### src/rtl/fifo_rd_streamer_if.sv
// Read-port, stream and status signals connecting fifo_rd_streamer to its FIFO and its consumer.
interface fifo_rd_streamer_if #(
    parameter int unsigned G_WIDTH = 8,
    parameter int unsigned G_DEPTH = 10
);
    logic               i_en;
    logic               i_empty;
    logic [G_DEPTH:0]   i_fill_level;
    logic               i_underflow;
    logic [G_WIDTH-1:0] i_data;
    logic               o_rd;
    logic               o_valid;
    logic [G_WIDTH-1:0] o_data;
    logic               i_ready;
    logic               o_busy;
    logic               o_err_uflow;

    modport master (
        input  i_en, i_empty, i_fill_level, i_underflow, i_data, i_ready,
        output o_rd, o_valid, o_data, o_busy, o_err_uflow
    );

    modport slave (
        output i_en, i_empty, i_fill_level, i_underflow, i_data, i_ready,
        input  o_rd, o_valid, o_data, o_busy, o_err_uflow
    );
endinterface

### src/rtl/fifo_rd_streamer.sv
// FIFO read-side master: pops a sync FIFO and re-presents words as a valid/ready stream via a 2-entry buffer.
// Optional FIFO_RD_STREAMER_STATS_EN adds o_word_cnt / o_stall_cnt counters.
module fifo_rd_streamer #(
    parameter int unsigned G_WIDTH = 8,
    parameter int unsigned G_DEPTH = 10
) (
    input  logic                 i_clk,
    input  logic                 i_rst_n,
    fifo_rd_streamer_if.master   bus
`ifdef FIFO_RD_STREAMER_STATS_EN
    ,
    output logic [31:0]          o_word_cnt,
    output logic [31:0]          o_stall_cnt
`endif
);
    localparam int unsigned FILL_W = G_DEPTH + 1;

    typedef enum logic [1:0] {S_IDLE, S_RUN, S_STOP} state_e;

    state_e             state_q, state_d;
    logic [1:0]         occ_q, occ_d;
    logic               inflight_q, inflight_d;
    logic [G_WIDTH-1:0] buf0_q, buf0_d;
    logic [G_WIDTH-1:0] buf1_q, buf1_d;
    logic               err_q, err_d;

    logic               pop_c;
    logic               rd_c;
    logic               fifo_empty_c;
    logic [1:0]         lvl_c;

    // A zero fill level is treated as empty too, so a pop is never issued without data behind it.
    assign fifo_empty_c = bus.i_empty | (bus.i_fill_level == FILL_W'(0));
    assign pop_c        = (occ_q != 2'd0) & bus.i_ready;
    assign lvl_c        = occ_q + {1'b0, inflight_q};
    assign rd_c         = (state_q == S_RUN) & ~fifo_empty_c
                        & (lvl_c < (pop_c ? 2'd3 : 2'd2));

    always_comb begin
        state_d    = state_q;
        occ_d      = occ_q;
        inflight_d = rd_c;
        buf0_d     = buf0_q;
        buf1_d     = buf1_q;
        err_d      = err_q | (rd_c & bus.i_empty) | bus.i_underflow;

        case (state_q)
            S_IDLE:  if (bus.i_en) state_d = S_RUN;
            S_RUN:   if (!bus.i_en) state_d = S_STOP;
            S_STOP: begin
                if (bus.i_en)                                 state_d = S_RUN;
                else if ((occ_q == 2'd0) && !inflight_q)      state_d = S_IDLE;
            end
            default: state_d = S_IDLE;
        endcase

        // Buffer entry 0 is always the head; writes land behind the current tail.
        case ({inflight_q, pop_c})
            2'b10: begin
                if (occ_q == 2'd0) buf0_d = bus.i_data;
                else               buf1_d = bus.i_data;
                occ_d = occ_q + 2'd1;
            end
            2'b01: begin
                buf0_d = buf1_q;
                occ_d  = occ_q - 2'd1;
            end
            2'b11: begin
                if (occ_q == 2'd2) begin
                    buf0_d = buf1_q;
                    buf1_d = bus.i_data;
                end else begin
                    buf0_d = bus.i_data;
                end
            end
            default: ;
        endcase
    end

    always_ff @(posedge i_clk or negedge i_rst_n) begin
        if (!i_rst_n) begin
            state_q    <= S_IDLE;
            occ_q      <= 2'd0;
            inflight_q <= 1'b0;
            buf0_q     <= '0;
            buf1_q     <= '0;
            err_q      <= 1'b0;
        end else begin
            state_q    <= state_d;
            occ_q      <= occ_d;
            inflight_q <= inflight_d;
            buf0_q     <= buf0_d;
            buf1_q     <= buf1_d;
            err_q      <= err_d;
        end
    end

    assign bus.o_rd        = rd_c;
    assign bus.o_valid     = (occ_q != 2'd0);
    assign bus.o_data      = buf0_q;
    assign bus.o_busy      = (state_q != S_IDLE) | (occ_q != 2'd0) | inflight_q;
    assign bus.o_err_uflow = err_q;

`ifdef FIFO_RD_STREAMER_STATS_EN
    logic [31:0] word_cnt_q;
    logic [31:0] stall_cnt_q;

    // Word count wraps; stall count saturates.
    always_ff @(posedge i_clk or negedge i_rst_n) begin
        if (!i_rst_n) begin
            word_cnt_q  <= 32'd0;
            stall_cnt_q <= 32'd0;
        end else begin
            if (pop_c) word_cnt_q <= word_cnt_q + 32'd1;
            if ((occ_q != 2'd0) && !bus.i_ready && (stall_cnt_q != 32'hFFFF_FFFF))
                stall_cnt_q <= stall_cnt_q + 32'd1;
        end
    end

    assign o_word_cnt  = word_cnt_q;
    assign o_stall_cnt = stall_cnt_q;
`endif
endmodule

### src/flat_wrapper.sv
// flat-port wrapper written by rule: the top's interface ports become plain ports
module fifo_rd_streamer_flat 
#(
    parameter int unsigned G_WIDTH = 8,
    parameter int unsigned G_DEPTH = 10
)
  (i_clk, i_rst_n, bus_i_en, bus_i_empty, bus_i_fill_level, bus_i_underflow, bus_i_data, bus_i_ready, bus_o_rd, bus_o_valid, bus_o_data, bus_o_busy, bus_o_err_uflow);
  fifo_rd_streamer_if #(.G_WIDTH(G_WIDTH), .G_DEPTH(G_DEPTH)) bus_i ();
  input  logic i_clk;
  input  logic i_rst_n;
  input wire logic [$bits(bus_i.i_en)-1:0] bus_i_en;
  input wire logic [$bits(bus_i.i_empty)-1:0] bus_i_empty;
  input wire logic [$bits(bus_i.i_fill_level)-1:0] bus_i_fill_level;
  input wire logic [$bits(bus_i.i_underflow)-1:0] bus_i_underflow;
  input wire logic [$bits(bus_i.i_data)-1:0] bus_i_data;
  input wire logic [$bits(bus_i.i_ready)-1:0] bus_i_ready;
  output wire logic [$bits(bus_i.o_rd)-1:0] bus_o_rd;
  output wire logic [$bits(bus_i.o_valid)-1:0] bus_o_valid;
  output wire logic [$bits(bus_i.o_data)-1:0] bus_o_data;
  output wire logic [$bits(bus_i.o_busy)-1:0] bus_o_busy;
  output wire logic [$bits(bus_i.o_err_uflow)-1:0] bus_o_err_uflow;
  assign bus_i.i_en = bus_i_en;
  assign bus_i.i_empty = bus_i_empty;
  assign bus_i.i_fill_level = bus_i_fill_level;
  assign bus_i.i_underflow = bus_i_underflow;
  assign bus_i.i_data = bus_i_data;
  assign bus_i.i_ready = bus_i_ready;
  assign bus_o_rd = bus_i.o_rd;
  assign bus_o_valid = bus_i.o_valid;
  assign bus_o_data = bus_i.o_data;
  assign bus_o_busy = bus_i.o_busy;
  assign bus_o_err_uflow = bus_i.o_err_uflow;
  fifo_rd_streamer #(.G_WIDTH(G_WIDTH), .G_DEPTH(G_DEPTH)) u_core (.i_clk(i_clk), .i_rst_n(i_rst_n), .bus(bus_i));
endmodule
### config.mk
export PLATFORM = sky130hd
export DESIGN_NAME = fifo_rd_streamer_flat
export DESIGN_NICKNAME = d
export VERILOG_FILES = /design/src/rtl/fifo_rd_streamer_if.sv /design/src/rtl/fifo_rd_streamer.sv /design/src/flat_wrapper.sv
export SDC_FILE = /design/constraint.sdc
export NUM_CORES = 1
export LEC_CHECK = 0
export BUFFER_PORTS_ARGS = -buffer_cell sky130_fd_sc_hd__buf_4
export CELL_PAD_IN_SITES_DETAIL_PLACEMENT = 0
export CELL_PAD_IN_SITES_GLOBAL_PLACEMENT = 1
export CORE_MARGIN = 4
export CORE_UTILIZATION = 34
export CTS_BUF_LIST = sky130_fd_sc_hd__clkbuf_16
export CTS_CLUSTER_SIZE = 25
export DETAILED_ROUTE_END_ITERATION = 7
export MAX_ROUTING_LAYER = met4
export PLACE_DENSITY_LB_ADDON = 0.1
export REMOVE_ABC_BUFFERS = 1
export SLEW_MARGIN = 15
export SYNTH_ARGS = -nofsm -noshare
export SYNTH_HDL_FRONTEND = slang
export SYNTH_SLANG_ARGS = --single-unit
export TNS_END_PERCENT = 1
### constraint.sdc
create_clock -name i_clk -period 2.25 [get_ports i_clk]
set_input_delay 0.3375 -clock i_clk [delete_from_list [all_inputs] [get_ports i_clk]]
set_output_delay 0.3375 -clock i_clk [all_outputs]
set_load 0.005 [all_outputs]
## Word level (Yosys, flattened, before mapping)

Index checks and enable logic that the tools add are counted.

- Register bits after elaboration: 22
- Logic and storage cells: 58
- Input port bits: 25
- Output and inout port bits: 12

- Reduce and logical (&&, ||, !) cells: 13
- $lt $le $gt $ge: 1
- Multiplexer cells: 13
- Bitwise logic cells: 10
- Equality and inequality tests: 12
- Add/subtract/negate cells: 3

Operators with widths:

| operator | count |
|---|---|
| $mux W8 | 4 |
| $pmux W8 S3 | 1 |
| $pmux W8 S2 | 1 |
| $logic_not A11 Y1 | 1 |
| $eq A2 B2 Y1 const B | 4 |
| $mux W2 | 4 |
| $reduce_bool A2 Y1 | 4 |
| $ne A2 B2 Y1 const B | 3 |
| $pmux W2 S3 | 1 |
| $reduce_and A3 Y1 | 2 |
| $or A1 B1 Y1 | 5 |
| $and A1 B1 Y1 | 4 |
| $eq A2 B1 Y1 const B | 2 |
| $logic_not A2 Y1 | 2 |
| $ne A2 B1 Y1 const B | 2 |
| $pmux W2 S2 | 1 |
| $ne A3 B2 Y1 const B | 1 |
| $reduce_bool A3 Y1 | 1 |
| $add A2 B1 Y2 | 1 |
| $add A2 B1 Y2 const B | 1 |
| $lt A2 B2 Y1 | 1 |
| $reduce_and A2 Y1 | 1 |
| $sub A2 B1 Y2 const B | 1 |
| $logic_and A1 B1 Y1 | 1 |
| other kinds (3) | 3 |

## Depth between registers and ports, before layout

Gate-level depths: netlist of the first run.

- Depth in word-level cells: 8
- Gate-level depth with buffers: 9
- Gate-level depth less buffers: 6

## Worst setup path before layout of the first run

Ideal clock, no wire load.

- Kind: reg-to-reg
- Start: register u_core.occ_q[0]
- End: register u_core.buf1_q[0]
- Buffers on the path: 2
- Path slack: 0.298 ns
- Required time: 2.125 ns
- Arrival: 1.827 ns
- Clock period less this slack: 1.952 ns
- Stages on the path, launching flop included: 7
- Path through: dfrtp_1 -> buf_6 -> o21a_1 -> buf_2 -> ha_1 -> a211oi_4 -> mux2_2

- Word-level cells in the longest chain between the ends: 5
- Elaborated cells between the ends (all ways): 11
- Classes of those cells: eq/ne: 5; mux: 1; bitwise: 1; reduce/logical: 4

RTL lines:

| element | RTL line | RTL |
|---|---|---|
| from (decl) | fifo_rd_streamer.sv:21 | `logic [1:0] occ_q, occ_d;` |
| from (signal assigned) | fifo_rd_streamer.sv:83 | `occ_q <= 2'd0;` |
| from (signal assigned) | fifo_rd_streamer.sv:90 | `occ_q <= occ_d;` |
| $reduce_bool A2 Y1 | fifo_rd_streamer.sv:34 | `assign pop_c = (occ_q != 2'd0) & bus.i_ready;` |
| $and A1 B1 Y1 | fifo_rd_streamer.sv:34 |  |
| $eq A2 B2 Y1 | fifo_rd_streamer.sv:58 | `case ({inflight_q, pop_c})` |
| $ne A2 B1 Y1 (no line) (tied with other cells) | -- |  |
| $reduce_and A3 Y1 (no line) | -- |  |
| to (signal assigned) | fifo_rd_streamer.sv:93 | `buf1_q <= buf1_d;` |
| to (decl) | fifo_rd_streamer.sv:24 | `logic [G_WIDTH-1:0] buf1_q, buf1_d;` |

Parallel ways exist; a longest one is shown, timed or not.
A chain may end at the register's enable or synchronous reset.

## Worst setup path in the final report of the first run

- Start: register u_core.occ_q[0]
- End: output bus_o_rd

- Word-level cells in the longest chain between the ends: 5
- Elaborated cells between the ends (all ways): 6
- Classes of those cells: add/sub: 1; order compare: 1; mux: 1; bitwise: 2; reduce/logical: 1

RTL lines:

| element | RTL line | RTL |
|---|---|---|
| $reduce_bool A2 Y1 | fifo_rd_streamer.sv:34 |  |
| $and A1 B1 Y1 | fifo_rd_streamer.sv:34 |  |
| $mux W1 | fifo_rd_streamer.sv:37 | `& (lvl_c < (pop_c ? 2'd3 : 2'd2));` |
| $lt A2 B2 Y1 * | fifo_rd_streamer.sv:37 |  |
| $and A1 B1 Y1 * | fifo_rd_streamer.sv:37 |  |
| to (decl) | flat_wrapper.sv:17 | `output wire logic [$bits(bus_i.o_rd)-1:0] bus_o_rd;` |

Every way passes the cells marked *; elsewhere a longest branch is shown, timed or not.

==> flow_metrics.tcl, run 1 <==
set metrics [dict create \
    busiest_layer "met2" \
    post_cts_buffers 0 \
    critPathTopFamily "flip-flops" \
    tightest_slew_ps 481 \
    syn_inst 105 \
    switching_share_pct 31.2 \
    pwr_density_cell_nw_per_um2 1240 \
    path_buf_inv 2 \
    worstSkewPairLatency_ps 260 \
    tns_ps 0 \
    crit_chain "buf_4, ha_1, a211o_1, nor3b_1, buf_4" \
    met1_usage_pct 17.0 \
    combinationalPowerShare_pct 39.7 \
    irDropWorstVdd_v 0.000486 \
    die_area_um2 4320 \
    syn-cell-area_um2 1130 \
    finClkSkew_ps 2.47 \
    dp_hpwl_um 1990 \
    finalWirelength_um 2750 \
    worstPathRequired_ps 1910 \
    cts_tree "yes" \
    synth_warnings 0 \
    ant_nets 0 \
    vias_per_cell 5.00 \
    final_cells 187 \
    post-route-util_pct 49.8 \
    gr-total-overflow 0 \
    rows 20 \
    setup_viol 0 \
    start_util_pct 36.2 \
    crit_arrival_ps 1680 \
    clk_pin_slew_ps 60 \
    core_area_um2 3130 \
    gp_congestion 0.784 \
    drc 0 \
    vias 935 \
    fin_nets 173 \
    numCtsBuffers 3 \
    path_max_fanout 8 \
    routedWlPerCell_um 14.7 \
    root_buffer "clkbuf_16" \
    clkPwrFrac_pct 26.0 \
    drive_above_1_share_pct 39.2 \
    cts.sinks 22 \
    first_iter_violations 21 \
    post-route-cell-area_um2 1560 \
    relSlewSlack_pct 67.9 \
    grt_pass1_wl_um 4570 \
    placed_area_um2 1440 \
    h-tree-depth 1 \
    avgSynthCellArea_um2 10.8 \
    num_io_pins 37 \
    hold_viol 0 \
    p_int_mw 1.33 \
    rsz0062_at_grt "false" \
    slowest_stage "dfrtp_1" \
    portBuffers 36 \
    dr.pass1.iters 4 \
    status "completed" \
    grt_pass1_vias 982 \
    die_h_um 65.7 \
    cpPeakStageDelay_ps 370 \
    ys_ff_latch 22 \
    use_met3_pct 3.25 \
    worst-setup-path-type "reg2out" \
    min_path_type "in2reg" \
    p_leak_nw 0.683 \
    whs_ps 229 \
    path_common_cell "buf_4" \
    drv_cap 0 \
    track_usage_pct 14.3 \
    grt_max_degree 23 \
    max_freq_mhz 496 \
    pwr-share-seq_pct 34.2 \
    critical_path.endpoint_type "output port" \
    grtUsageMet2_pct 24.4 \
    ys_types 32 \
    cp-start-kind "flop" \
    fillers 307 \
    die_w_um 65.7 \
    finalCriticalPeriod_ps 2020 \
    syn_to_final_growth_pct 37.5 \
    fin_crit_sh_pct 89.6 \
    antenna_found_initial 0 \
    dp_cells 182 \
    ys_seq_area_share_pct 48.6 \
    cts.path.max_buffers 2 \
    p_switching_mw 0.604 \
    diodes 0 \
    maxSlewViolCount 0 \
]
## logic make-up after synthesis
family          Yosys count  synth area share (%)
buf+inv                  11                  5.41
fa+ha+maj                 4                  4.42
simple gates             33                  17.3
flops                    22                  48.6
mux                       8                  7.96
compound gates           23                  13.1
xor+xnor                  4                  3.09
## placed cells by master (no fill, tap or decap), types with 2 or more instances in the layout
master	synthesis	layout
buf_4	1	40
dfrtp_1	22	22
nor3_1	9	9
nand3_1	9	9
o21ai_0	9	9
mux2_2	8	8
a31oi_1	8	8
inv_1	4	4
ha_1	4	4
xnor2_1	3	3
clkbuf_16	0	3
nand2b_1	2	2
a21oi_1	2	2
nor4_1	2	2
nor2_1	2	2
## stage by stage
stage                     setup slack (ps)  power [mW]
after global placement                 238        1.42
after floorplan                        166        1.11
after detailed placement               194        1.45
after CTS                              209        1.96
final                                  235        1.93
after global routing                   138        2.07
## path summary, 6_finish.rpt
| kind | from | end | slack [ps] | cells past startpoint |
|---|---|---|---|---|
| min in group asynchronous | i_rst_n | u_core.inflight_q | 520 | 2 |
| min reg2reg | u_core.bus.o_err_uflow | u_core.bus.o_err_uflow | 460 | 1 |
| max | u_core.occ_q[0] | bus_o_rd | 230 | 5 |
| max in group asynchronous | i_rst_n | u_core.bus.o_data[2] | 1500 | 2 |
| min | bus_i_en | u_core.state_q[1] | 230 | 2 |
| max reg2reg | u_core.occ_q[1] | u_core.buf1_q[0] | 280 | 5 |
## cell type report
| cell class | count | area, um2 | share of cell area, % |
|---|---|---|---|
| tap | 44 | 55.1 | 3.54 |
| timing repair buffer | 41 | 310 | 19.9 |
| sequential | 22 | 551 | 35.4 |
| clock buffer | 3 | 75.1 | 4.82 |
| inverter | 4 | 15.0 | 0.965 |
| multi-input combinational | 72 | 520 | 33.4 |
| clock inverter | 1 | 30.0 | 1.93 |
## synth_stat cells
library cell | number | area, um2
a31oi_1 | 8 | 50.1
nor3b_2 | 1 | 12.5
nor2b_1 | 1 | 6.26
a21boi_0 | 1 | 7.51
buf_6 | 2 | 22.5
buf_2 | 1 | 5.00
o21ai_0 | 9 | 45.0
a21oi_1 | 2 | 10.0
clkbuf_1 | 1 | 3.75
and3b_1 | 1 | 8.76
o21a_1 | 1 | 7.51
ha_1 | 4 | 50.1
or2_1 | 1 | 6.26
nor2_4 | 1 | 11.3
dfrtp_1 | 22 | 551
nor2_1 | 2 | 7.51
nor4_1 | 2 | 12.5
a211oi_4 | 1 | 20.0
or4_1 | 1 | 7.51
nand3_1 | 9 | 45.0
buf_1 | 2 | 7.51
a211o_1 | 1 | 8.76
nor3_1 | 9 | 45.0
nor3b_1 | 1 | 7.51
mux2_2 | 8 | 90.1
xor2_1 | 1 | 8.76
or2_2 | 1 | 6.26
xnor2_1 | 3 | 26.3
nand3b_1 | 1 | 7.51
buf_4 | 1 | 7.51
inv_1 | 4 | 15.0
nand2b_1 | 2 | 12.5
## power groups by stage
| stage | registers, mW | clock network [mW] | logic, mW |
|---|---|---|---|
| after CTS | 0.662 | 0.513 | 0.786 |
| after global placement | 0.664 | 0 | 0.760 |
| after detailed placement | 0.670 | 0 | 0.781 |
| final | 0.662 | 0.504 | 0.769 |
| after floorplan | 0.699 | 0 | 0.410 |
| after global routing | 0.684 | 0.531 | 0.856 |
## routing by layer
layer | vias to the layer above | routed length [um]
met5 | - | 0
met2 | 25 | 1380
li1 | 454 | -
met4 | 0 | 31
met1 | 451 | 1180
met3 | 5 | 153
## sequential cells by signal, indices dropped and copies added, names as in the netlist
| register | count |
|---|---|
| u_core.buf1_q | 8 |
| u_core.occ_q | 2 |
| u_core.state_q | 2 |
| u_core.bus.o_err_uflow | 1 |
| u_core.bus.o_data | 8 |
| u_core.inflight_q | 1 |
## timing repair
item / 4_1_cts / 5_1_grt
hold buffers: 1 / 0
hold endpoints to repair: 22 / 0
gates resized for setup: 0 / 0
(Power assumes the default switching activity.)
==> run 2, diff against run 1 <==
CORE_UTILIZATION = 37   (was 34)
==> run 2 against run 1 <==
Global-route usage down 0.51 points. Setup slack worse by 20 ps. Flip-flop and latch count unchanged. Critical endpoint unchanged. Cell count down 6.4%. Core utilization up 4.0 points. Clock power down 27%. Highest routed layer unchanged. Die area down 7.1%.
==> flow_metrics.tcl, run 2 (same netlist as run 1, synthesis figures left out) <==
set metrics [dict create \
    r2r_setup_slack_ps 380 \
    vias 917 \
    relSlewSlack_pct 69.6 \
    irDropWorstVdd_v 0.000437 \
    numCtsBuffers 3 \
    dr.pass1.iters 4 \
    rsz0062_at_grt "false" \
    p_leak_nw 0.676 \
    gr-total-overflow 0 \
    setup_viol 0 \
    antenna_found_initial 0 \
    syn_to_final_growth_pct 34.4 \
    pwr_density_cell_nw_per_um2 1180 \
    clk_pin_slew_ps 50 \
    num_io_pins 37 \
    grt_pass1_vias 968 \
    worst-setup-path-type "reg2out" \
    post_cts_buffers 0 \
    busiest_layer "met2" \
    die_area_um2 4010 \
    die_h_um 63.3 \
    finalCriticalPeriod_ps 2030 \
    min-delay-start "bus_i_en" \
    cts.sinks 22 \
    min_path_type "in2reg" \
    cts_resized 0 \
    final_cell_mix "buf_4, dfrtp_1, nor3_1, nand3_1, o21ai_0" \
    power_mw 1.80 \
    ant_nets 0 \
    hold_depth 2 \
    root_buffer "clkbuf_16" \
    rows 19 \
    finalWirelength_um 2480 \
    met1_usage_pct 16.9 \
    drive_above_1_share_pct 38.9 \
    h-tree-depth 1 \
    status "completed" \
    drc 0 \
    portBuffers 36 \
    maxSlewViolCount 0 \
    core_area_um2 2830 \
    cts_tree "yes" \
    use_met3_pct 4.09 \
    routedWlPerCell_um 14.1 \
    path_max_fanout 8 \
    reg2regPathDepth 7 \
    start_util_pct 40.0 \
    placed_area_um2 1430 \
    r2r-end "u_core.buf1_q[6]" \
    max_freq_mhz 491 \
    cp-start-kind "flop" \
    crit_arrival_ps 1700 \
    critical_path.endpoint_type "output port" \
    worstSkewPairLatency_ps 250 \
    drv_cap 0 \
    post-route-cell-area_um2 1520 \
    track_usage_pct 13.8 \
    hold_viol 0 \
    final_common_cell "buf_4" \
    tightest_slew_ps 454 \
    vias_per_cell 5.24 \
    rr_startpoint "u_core.occ_q[1]" \
    dp_hpwl_um 1900 \
    whs_ps 240 \
    tns_ps 0 \
    fin_crit_sh_pct 90.4 \
    finClkSkew_ps 3.82 \
    fillers 270 \
    cts-hold-fix-buffers 1 \
    diodes 0 \
    cts.path.max_buffers 2 \
    grt_max_degree 23 \
    first_iter_violations 31 \
    grt_pass1_wl_um 4260 \
    grtUsageMet2_pct 22.0 \
    gp_congestion 0.775 \
    worstPathRequired_ps 1910 \
    fin_nets 174 \
    holdPathEnd "u_core.state_q[1]" \
    die_w_um 63.3 \
]
run 2: worst max path at each step:
| stage | from | endpoint | depth (start not counted) |
|---|---|---|---|
| 6_report | u_core.occ_q[0] | bus_o_rd | 5 |
| 5_1_grt | u_core.occ_q[0] | bus_o_rd | 5 |
| 4_1_cts | u_core.occ_q[0] | bus_o_rd | 5 |
| 3_5_place_dp | bus_i_ready | u_core.buf1_q[6] | 8 |
| 3_3_place_gp | bus_i_ready | u_core.buf1_q[7] | 8 |
| 2_1_floorplan | u_core.occ_q[0] | u_core.buf1_q[0] | 5 |
run 2: critical path, cell delays in order, from the launching register on:
cell and delay, ps:
dfrtp_1 370, buf_4 180, ha_1 220, a211o_1 260, nor3b_1 260, buf_4 160
run 2: cell type report:
type | count | area, um2 | area share [%]
clock inverters | 1 | 3.75 | 0.247
inverters | 4 | 15.0 | 0.987
multi-input cells | 72 | 520 | 34.2
flip-flops and latches | 22 | 551 | 36.2
well taps | 31 | 38.8 | 2.55
clock buffers | 3 | 75.1 | 4.93
repair buffers | 42 | 318 | 20.9
run 2: metal layers:
metal  part of all wire, %  up-vias
met1                    45      437
met2                    48       22
met5                     0        -
li1                      -      456
met4                  0.77        0
met3                   5.5        2
run 2: through the flow:
stage	util, %	setup slack [ps]	cells
5_1_grt	53.8	37.1	175
2_1_floorplan	-	166	98
3_3_place_gp	50.6	366	170
3_5_place_dp	50.6	339	170
4_1_cts	53.8	197	175
6_report	53.8	215	175
run 2: power breakdown:
part | total [mW] | internal [mW] | switching, mW
clock | 0.369 | 0.237 | 0.132
combinational | 0.763 | 0.413 | 0.350
sequential | 0.668 | 0.572 | 0.0966
total | 1.80 | 1.22 | 0.578
==> run 3, diff against run 2 <==
ABC_AREA = 1   (was unset)
CORE_UTILIZATION = 36   (was 37)
==> run 3 against run 2 <==
Synthesized area is 3.9% higher. Largest cell class unchanged. Highest routed layer unchanged. First-iteration DRC count is 94% higher. Design area is 3.5% higher. Maximum frequency is 9.4% higher. Global-route usage is 0.37 points higher. Setup slack better by 170 ps. Sequential share of layout area is 1.2 points lower.
==> flow_metrics.tcl, run 3 <==
set metrics [dict create \
    cts.path.max_buffers 2 \
    ys_seq_area_share_pct 46.8 \
    dp_hpwl_um 2060 \
    rows 20 \
    rr_startpoint "u_core.occ_q[0]" \
    gp_congestion 0.765 \
    vias 1018 \
    relSlewSlack_pct 74.0 \
    hold_depth 2 \
    first_iter_violations 60 \
    drc 0 \
    ys.flop_type "dfrtp_1" \
    finalCriticalPeriod_ps 1860 \
    post-route-cell-area_um2 1580 \
    diodes 0 \
    grt_pass1_vias 1045 \
    synth_warnings 0 \
    synth.most_common_cell "nand2_1" \
    drv_cap 0 \
    critical_path.endpoint_type "flop" \
    cts_tree "yes" \
    final_common_cell "nand2_1" \
    cts_resized 0 \
    antenna_found_initial 0 \
    worstSkewPairLatency_ps 250 \
    numCtsBuffers 3 \
    vias_per_cell 4.45 \
    routedWlPerCell_um 11.7 \
    finClkSkew_ps 1.85 \
    met2_length_um 1400 \
    crit_arrival_ps 1970 \
    drive_above_1_share_pct 28.1 \
    cts.sinks 22 \
    fin_nets 216 \
    yosysTopAreaCell "dfrtp_1" \
    track_usage_pct 14.2 \
    power_mw 1.78 \
    synth_top_area_share_pct 46.8 \
    placed_area_um2 1490 \
    portBuffers 36 \
    tightest_slew_ps 388 \
    num_io_pins 37 \
    synthTopCellsByArea "dfrtp_1, nand2_1, inv_1" \
    hold_viol 0 \
    reg2regPathDepth 9 \
    pwr_density_cell_nw_per_um2 1130 \
    p_leak_nw 0.831 \
    grt_max_degree 23 \
    worst-setup-path-type "reg2reg" \
    die_h_um 65.2 \
    worstPathRequired_ps 2360 \
    final_cell_mix "nand2_1, buf_4, dfrtp_1" \
    highest_layer "met4" \
    syn_to_final_growth_pct 33.9 \
    gr-total-overflow 0 \
    cts-hold-fix-buffers 1 \
    fin_crit_sh_pct 82.7 \
    setup_viol 0 \
    max_freq_mhz 538 \
    finalWirelength_um 2680 \
    h-tree-depth 1 \
    syn-cell-area_um2 1180 \
    die_area_um2 4250 \
    grt_pass1_wl_um 4530 \
    clk_pin_slew_ps 60 \
    ys_ff_latch 22 \
    start_util_pct 38.2 \
    post-route-util_pct 51.2 \
    root_buffer "clkbuf_16" \
    place_ws_ps 377 \
    cp-start-kind "flop" \
    wl_met3_um 161 \
    tns_ps 0 \
    status "completed" \
    syn_inst 146 \
    avgSynthCellArea_um2 8.06 \
    synth_edf_count 0 \
    async_flop_share_pct 100 \
    r2r_setup_slack_ps 390 \
    dr.pass1.iters 4 \
    wl_met1_um 1110 \
    maxSlewViolCount 0 \
    core_area_um2 3080 \
    post_cts_buffers 0 \
    netlist_top_cells_count "nand2_1, dfrtp_1, inv_1, nand3_1, nor2_1" \
    die_w_um 65.2 \
    path_max_fanout 16 \
    r2r-end "u_core.buf1_q[4]" \
    min-delay-start "bus_i_en" \
    irDropWorstVdd_v 0.000314 \
    ys_types 25 \
    finalWorstSetupSlack_ps 390 \
    rsz0062_at_grt "false" \
    min_path_type "in2reg" \
    ant_nets 0 \
    holdPathEnd "u_core.state_q[1]" \
]
## run 3: changes by cell type after synthesis, sizes merged, moves of 5 or more
cell,change
a31oi,-8
inv,+15
buf,-5
nor3,-8
nor2,+6
mux2,-8
nand2,+61
## run 3: worst max path at each step
stage,end,cells past startpoint,slack (ps),startpoint
global placement,u_core.buf1_q[4],9,490,u_core.occ_q[0]
global route,u_core.buf1_q[4],10,180,u_core.occ_q[0]
floorplan,u_core.buf1_q[2],9,600,u_core.occ_q[0]
detailed placement,u_core.buf1_q[4],9,380,u_core.occ_q[0]
finish,u_core.buf1_q[4],9,390,u_core.occ_q[0]
CTS,u_core.buf1_q[4],9,360,u_core.occ_q[0]
## run 3: worst max-delay path: stages (launching register included)
cell	delay [ps]
dfrtp_1	440
inv_2	130
nand2_4	80
nand2_2	110
inv_1	80
ha_1	230
inv_1	80
nand2_1	80
o21ai_4	340
o21ai_0	150
## run 3: cell type report
class	instances	area, um2
inverters	19	76.3
fillers	310	1500
clock buffers	3	75.1
repair buffers	37	280
flip-flops and latches	22	551
multi-input cells	104	538
well taps	44	55.1
## run 3: logic make-up (layout without fill, tap and decap cells)
group / count (synthesis) / count (layout) / share of synthesized area, %
buf+inv: 20 / 59 / 7.45
simple gates: 83 / 83 / 30.5
xor+xnor: 3 / 3 / 2.23
flops: 22 / 22 / 46.8
fa+ha+maj: 4 / 4 / 4.26
compound gates: 14 / 14 / 8.72
## run 3: metrics by stage
stage          hold slack [ps]  std cells
6_report                   268        229
5_1_grt                    263        229
4_1_cts                    267        229
3_5_place_dp               251        225
3_3_place_gp               249        225
2_1_floorplan             41.9        145
## run 3: report_power, final
| group | internal (mW) | switching [mW] | total [mW] |
|---|---|---|---|
| combinational | 0.328 | 0.399 | 0.727 |
| sequential | 0.567 | 0.118 | 0.685 |
| clock | 0.235 | 0.137 | 0.372 |
## run 3: layer usage
layer / vias up / track usage, %
li1: 533 / -
met1: 454 / 16.8
met2: 29 / 24.6
met3: 2 / 2.91
met4: 0 / 3.89
met5: - / -
